$ cat config.mk
export PLATFORM = sky130hd
export DESIGN_NAME = writeback_queue_flat
export DESIGN_NICKNAME = d
export VERILOG_FILES = /design/src/rtl/writeback_queue_if.sv /design/src/rtl/writeback_queue.sv /design/src/flat_wrapper.sv
export SDC_FILE = /design/constraint.sdc
export NUM_CORES = 1
export LEC_CHECK = 0
export BUFFER_PORTS_ARGS = -buffer_cell sky130_fd_sc_hd__buf_2
export CAP_MARGIN = 30
export CORE_AREA = 4 4 165 151
export CTS_CLUSTER_SIZE = 30
export DETAILED_ROUTE_END_ITERATION = 8
export DIE_AREA = 0 0 169 155
export GPL_ROUTABILITY_DRIVEN = 0
export PLACE_DENSITY = 0.82
export SYNTH_ARGS = -nofsm -noshare
export SYNTH_HDL_FRONTEND = slang
export SYNTH_SLANG_ARGS = --single-unit
$ cat constraint.sdc
create_clock -name clk -period 9.4 [get_ports clk]
set_clock_uncertainty 0.1 [all_clocks]
set_input_delay 2.82 -clock clk [delete_from_list [all_inputs] [get_ports clk]]
set_output_delay 2.82 -clock clk [all_outputs]
set_load 0.005 [all_outputs]
$ cat src/rtl/writeback_queue_if.sv
// Bundles the writeback queue's request, register-file write and forwarding signals.
// Latency: none, wires only.
// Backpressure: stall travels from the queue (slave) back to the request sources (master).
//
// Port summary:
//   load_valid/load_register/load_data : load-unit write request
//   alu_valid/alu_register/alu_data    : ALU write request
//   stall                              : queue nearly full, sources must hold
//   write_switch/write_register/write_data : register file write port (head entry)
//   fwd_register_N / fwd_hit_N / fwd_data_N : forwarding lookups into queued entries
interface writeback_queue_if;
    logic        load_valid;
    logic [4:0]  load_register;
    logic [31:0] load_data;
    logic        alu_valid;
    logic [4:0]  alu_register;
    logic [31:0] alu_data;
    logic        stall;
    logic        write_switch;
    logic [4:0]  write_register;
    logic [31:0] write_data;
    logic [4:0]  fwd_register_1;
    logic [4:0]  fwd_register_2;
    logic        fwd_hit_1;
    logic        fwd_hit_2;
    logic [31:0] fwd_data_1;
    logic [31:0] fwd_data_2;

    modport master (
        output load_valid, load_register, load_data,
        output alu_valid, alu_register, alu_data,
        output fwd_register_1, fwd_register_2,
        input  stall, write_switch, write_register, write_data,
        input  fwd_hit_1, fwd_hit_2, fwd_data_1, fwd_data_2
    );

    modport slave (
        input  load_valid, load_register, load_data,
        input  alu_valid, alu_register, alu_data,
        input  fwd_register_1, fwd_register_2,
        output stall, write_switch, write_register, write_data,
        output fwd_hit_1, fwd_hit_2, fwd_data_1, fwd_data_2
    );
endinterface

$ cat src/rtl/writeback_queue.sv
// Circular writeback queue merging load and ALU register writes onto one register-file port, with forwarding.
// Latency: a write accepted at edge N drives the write port in cycle N+1 and retires at edge N+1.
// Backpressure: stall is raised when fewer than two entries are free; requests seen under stall are ignored.
//
// Port summary:
//   clk   : clock, rising edge
//   reset : asynchronous, active-low
//   bus   : request / write-port / forwarding signals (slave side)
//   count : number of occupied entries
module writeback_queue #(
    parameter int DEPTH = 4
) (
    input  logic                   clk,
    input  logic                   reset,
    writeback_queue_if.slave       bus,
    output logic [$clog2(DEPTH):0] count
);
    localparam int AW = $clog2(DEPTH);
    localparam int CW = AW + 1;

    logic [AW-1:0]    head;
    logic [AW-1:0]    tail;
    logic [DEPTH-1:0] entry_valid;
    logic [4:0]       entry_reg  [DEPTH];
    logic [31:0]      entry_data [DEPTH];

    logic          stall;
    logic          load_push;
    logic          alu_push;
    logic          pop;
    logic [1:0]    push_cnt;
    logic [AW-1:0] alu_slot;

    // Stall leaves room for two pushes, so the queue can never overflow.
    assign stall     = count > CW'(DEPTH - 2);
    assign load_push = bus.load_valid && (bus.load_register != 5'd0) && !stall;
    assign alu_push  = bus.alu_valid && (bus.alu_register != 5'd0) && !stall;
    assign pop       = (count != '0);
    assign push_cnt  = {1'b0, load_push} + {1'b0, alu_push};
    // The load entry takes the tail slot first, so the ALU entry is the younger one.
    assign alu_slot  = tail + AW'(load_push);

    assign bus.stall          = stall;
    assign bus.write_switch   = pop;
    assign bus.write_register = (pop && entry_valid[head]) ? entry_reg[head]  : 5'd0;
    assign bus.write_data     = (pop && entry_valid[head]) ? entry_data[head] : 32'd0;

    always_ff @(posedge clk or negedge reset) begin
        if (!reset) begin
            head        <= '0;
            tail        <= '0;
            count       <= '0;
            entry_valid <= '0;
        end else begin
            // Push slots are always free while not stalled, so they never collide with the head.
            if (pop) begin
                entry_valid[head] <= 1'b0;
                head              <= head + 1'b1;
            end
            if (load_push) entry_valid[tail]     <= 1'b1;
            if (alu_push)  entry_valid[alu_slot] <= 1'b1;
            tail  <= tail + AW'(push_cnt);
            count <= count + CW'(push_cnt) - CW'(pop);
        end
    end

    // Payload needs no reset: every read of it is masked by entry_valid.
    always_ff @(posedge clk) begin
        if (load_push) begin
            entry_reg[tail]  <= bus.load_register;
            entry_data[tail] <= bus.load_data;
        end
        if (alu_push) begin
            entry_reg[alu_slot]  <= bus.alu_register;
            entry_data[alu_slot] <= bus.alu_data;
        end
    end

    // Walk oldest to youngest from the head; a later match overwrites an
    // earlier one, so the youngest matching entry wins.
    always_comb begin
        logic [AW-1:0] idx;
        idx            = '0;
        bus.fwd_hit_1  = 1'b0;
        bus.fwd_hit_2  = 1'b0;
        bus.fwd_data_1 = 32'd0;
        bus.fwd_data_2 = 32'd0;
        for (int i = 0; i < DEPTH; i++) begin
            idx = head + AW'(i);
            if (entry_valid[idx] && (bus.fwd_register_1 != 5'd0) &&
                (entry_reg[idx] == bus.fwd_register_1)) begin
                bus.fwd_hit_1  = 1'b1;
                bus.fwd_data_1 = entry_data[idx];
            end
            if (entry_valid[idx] && (bus.fwd_register_2 != 5'd0) &&
                (entry_reg[idx] == bus.fwd_register_2)) begin
                bus.fwd_hit_2  = 1'b1;
                bus.fwd_data_2 = entry_data[idx];
            end
        end
    end
endmodule

$ cat src/flat_wrapper.sv
// flat-port wrapper written by rule: the top's interface ports become plain ports
module writeback_queue_flat 
#(
    parameter int DEPTH = 4
)
  (clk, reset, count, bus_load_valid, bus_load_register, bus_load_data, bus_alu_valid, bus_alu_register, bus_alu_data, bus_fwd_register_1, bus_fwd_register_2, bus_stall, bus_write_switch, bus_write_register, bus_write_data, bus_fwd_hit_1, bus_fwd_hit_2, bus_fwd_data_1, bus_fwd_data_2);
  writeback_queue_if bus_i ();
  input  logic clk;
  input  logic reset;
  output logic [$clog2(DEPTH):0] count;
  input wire logic [$bits(bus_i.load_valid)-1:0] bus_load_valid;
  input wire logic [$bits(bus_i.load_register)-1:0] bus_load_register;
  input wire logic [$bits(bus_i.load_data)-1:0] bus_load_data;
  input wire logic [$bits(bus_i.alu_valid)-1:0] bus_alu_valid;
  input wire logic [$bits(bus_i.alu_register)-1:0] bus_alu_register;
  input wire logic [$bits(bus_i.alu_data)-1:0] bus_alu_data;
  input wire logic [$bits(bus_i.fwd_register_1)-1:0] bus_fwd_register_1;
  input wire logic [$bits(bus_i.fwd_register_2)-1:0] bus_fwd_register_2;
  output wire logic [$bits(bus_i.stall)-1:0] bus_stall;
  output wire logic [$bits(bus_i.write_switch)-1:0] bus_write_switch;
  output wire logic [$bits(bus_i.write_register)-1:0] bus_write_register;
  output wire logic [$bits(bus_i.write_data)-1:0] bus_write_data;
  output wire logic [$bits(bus_i.fwd_hit_1)-1:0] bus_fwd_hit_1;
  output wire logic [$bits(bus_i.fwd_hit_2)-1:0] bus_fwd_hit_2;
  output wire logic [$bits(bus_i.fwd_data_1)-1:0] bus_fwd_data_1;
  output wire logic [$bits(bus_i.fwd_data_2)-1:0] bus_fwd_data_2;
  assign bus_i.load_valid = bus_load_valid;
  assign bus_i.load_register = bus_load_register;
  assign bus_i.load_data = bus_load_data;
  assign bus_i.alu_valid = bus_alu_valid;
  assign bus_i.alu_register = bus_alu_register;
  assign bus_i.alu_data = bus_alu_data;
  assign bus_i.fwd_register_1 = bus_fwd_register_1;
  assign bus_i.fwd_register_2 = bus_fwd_register_2;
  assign bus_stall = bus_i.stall;
  assign bus_write_switch = bus_i.write_switch;
  assign bus_write_register = bus_i.write_register;
  assign bus_write_data = bus_i.write_data;
  assign bus_fwd_hit_1 = bus_i.fwd_hit_1;
  assign bus_fwd_hit_2 = bus_i.fwd_hit_2;
  assign bus_fwd_data_1 = bus_i.fwd_data_1;
  assign bus_fwd_data_2 = bus_i.fwd_data_2;
  writeback_queue #(.DEPTH(DEPTH)) u_core (.clk(clk), .reset(reset), .bus(bus_i), .count(count));
endmodule
==> metrics <==
Initial Utilization=0.592; RSZ-0062 raised after global routing=false; filler cell count=1622; Reg area=4730 um2; measured slew at the worst slew-check pin=1.04 ns; Compound-Gate Fraction of Synth Area=0.0551; Peak VDD IR=approximately 0.32 mV; post-synthesis simple-gate area fraction=0.0896; post-synthesis register bit count=159; Max clock buf depth=2; Die Area=26200 um2; Yosys warning total=0; fin crit period=roughly 8.4 ns; post-synthesis area per instance=~13 um2; max_slew headroom=0.309; Syn Inst Count=1064; initial DRC count=roughly 1700; arrival time at the worst endpoint=5.47 ns; Detail Placement HPWL=27600 um; Die Ht=approximately 160 um; Sink Count=159; ratio of cells with drive above 1 in the final layout=0.471; global-route wire length before repair=64900 um; Synth top area share=0.324; vias per cell=between 7 and 8; commonest non-fill, non-tap cell in the layout=buf_2; Post-synth EDFFs=148; Setup Viol. Count Final=0; core box area=around 23000 um2; post-synthesis mux area share=0.420; 1st-pass router iterations=6; Mapped Area=around 14000 um2; Std-Cell Rows=53; final wirelength=43100 um; max reg flops=128; main combinational cell family by area after synthesis=multiplexers; Synth Area in Adders=0.0106; Routed WL per cell=28.5 um; WHS=approximately 0.45 ns; Worst Path Max Fanout=18; post-synth net total=around 1200; WS Path Type=primary input to primary output; Peak Freq=119 MHz; area leader, netlist=edfxtp_1; Setup TNS=0 ns; HP Class=register to register; Num CTS Buffers=17; Post-synth ARST share=0.0692; ANT nets after route=0; postcts setup bufs=0; element type at the critical path start=primary input; total track usage=0.324; Top FF cell, synth=edfxtp_1; initial antenna violation count=5; largest net degree at the start of global routing=approximately 160; Core Util, Final=0.668; Synth area leaders=edfxtp_1, mux4_2, mux2_2; post-CTS resize count=0; via count=11137; Die W=169 um; Ports=196; Netlist cell types=48; Max Cap Viol=0; Critical Path End Type=primary output; area of the multi-input gates=around 8400 um2; Area growth syn-to-layout=12.7%; clock slew at reported path FFs=around 0.05 ns; grt total ovfl=0; Period Utilization, post-route=0.893; Synth Area in XOR/XNOR=0.0319; status=complete, no violations; DRC=0; Hold Vio Cnt, Final=0; Power Density=around 350 nW/um2; WP data required=6.48 ns; TritonCTS clock tree=built; root buffer cell=clkbuf_16; Nets=around 1300; Leak=5.67 nW; cts hold-fix bufs=0; port bufs=195; # H-tree levels=4; vias in the first global route=11126; commonest cells after routing, fill and taps aside=buf_2, mux2_2, edfxtp_1; latest clock arrival within the worst-skew pair=between 0.4 and 0.5 ns; Pins Over Slew Limit=0; sequential share of the synthesized area=0.344
routing by layer:
| layer | vias up | part of all wire | GRT usage |
|---|---|---|---|
| met5 | - | 0.00093 | 0 |
| met4 | 6 | 0.039 | 0.131 |
| met3 | 170 | 0.14 | 0.101 |
| met2 | 997 | 0.47 | 0.509 |
| met1 | 5415 | 0.35 | 0.422 |
| li1 | 4549 | - | - |
stage by stage:
stage / cells / setup slack (ns) / cell area, um2 / power, W
after detailed placement: 1477 / 1.11 / 14800 / 0.00458
after global placement: 1474 / 1.07 / 14800 / 0.00447
after global routing: 1512 / 0.903 / 15400 / 0.00563
after floorplan: 1064 / 1.92 / 13700 / 0.00368
final: 1512 / 1.01 / 15400 / 0.00539
after CTS: 1509 / 1.11 / 15400 / 0.00533
cell usage after synthesis (7+ instances only):
cell	number
a211oi_1	7
a21oi_1	14
and3_1	32
buf_1	9
buf_2	21
clkbuf_1	61
dfrtp_1	11
edfxtp_1	148
ha_1	10
inv_1	21
mux2_2	149
mux2i_1	66
mux4_2	147
nand2_1	83
nand3_1	13
nand4_1	14
nor2_1	36
nor3_1	24
nor3b_1	23
o211ai_1	11
o21ai_0	7
o221ai_1	28
o22ai_1	14
xnor2_1	43
final cells by class:
cell class / count / area share
multi-input combinational: 776 / 0.545
clock buffer: 23 / 0.0303
tap: 302 / 0.0245
antenna: 2 / 0.000324
inverter: 21 / 0.00510
clock inverter: 9 / 0.00875
timing repair buffer: 220 / 0.0803
sequential: 159 / 0.306
worst paths after layout:
check / endpoint / start / slack (ns) / cells past startpoint
min: u_core.entry_valid[1]$_DFF_PN0_ / u_core.entry_valid[1]$_DFF_PN0_ / 0.45 / 1
max in group asynchronous: u_core.head[1]$_DFFE_PN0N_ / reset / 6.77 / 1
max reg2reg: u_core.entry_data[0][19]$_DFFE_PP_ / u_core.count[0]$_DFF_PN0_ / 6.02 / 8
min reg2reg: u_core.entry_valid[1]$_DFF_PN0_ / u_core.entry_valid[1]$_DFF_PN0_ / 0.45 / 1
min in group asynchronous: u_core.count[0]$_DFF_PN0_ / reset / 2.17 / 1
max: bus_fwd_data_2[20] / bus_fwd_register_2[4] / 1.01 / 9
kinds of logic (layout without fill, tap and decap cells):
kind of cell	count (synthesis)	count (layout)
AO/OA/AOI/OAI	106	106
XOR/XNOR	49	49
adder cells (fa/ha/maj)	11	11
buffers and inverters	129	273
flip-flops	159	159
multiplexers	366	366
other	0	2
AND/OR/NAND/NOR	244	244
critical path, stage by stage:
cell and delay (ns):
buf_2 0.20, nor2_1 0.07, nand2_1 0.40, o2111ai_1 0.19, or4_2 0.91, buf_12 0.30
mux2i_1 0.13, o211ai_1 0.26, buf_2 0.18
power by group:
| part | leakage [nW] | switching, W | total, W | internal [W] |
|---|---|---|---|---|
| registers | 1.48 | 0.000205 | 0.00125 | 0.00104 |
| logic | 3.90 | 0.00182 | 0.00343 | 0.00161 |
| clock network | 0.284 | 0.000286 | 0.000719 | 0.000433 |
| total | 5.67 | 0.00231 | 0.00539 | 0.00308 |
(Power assumes the default switching activity.)
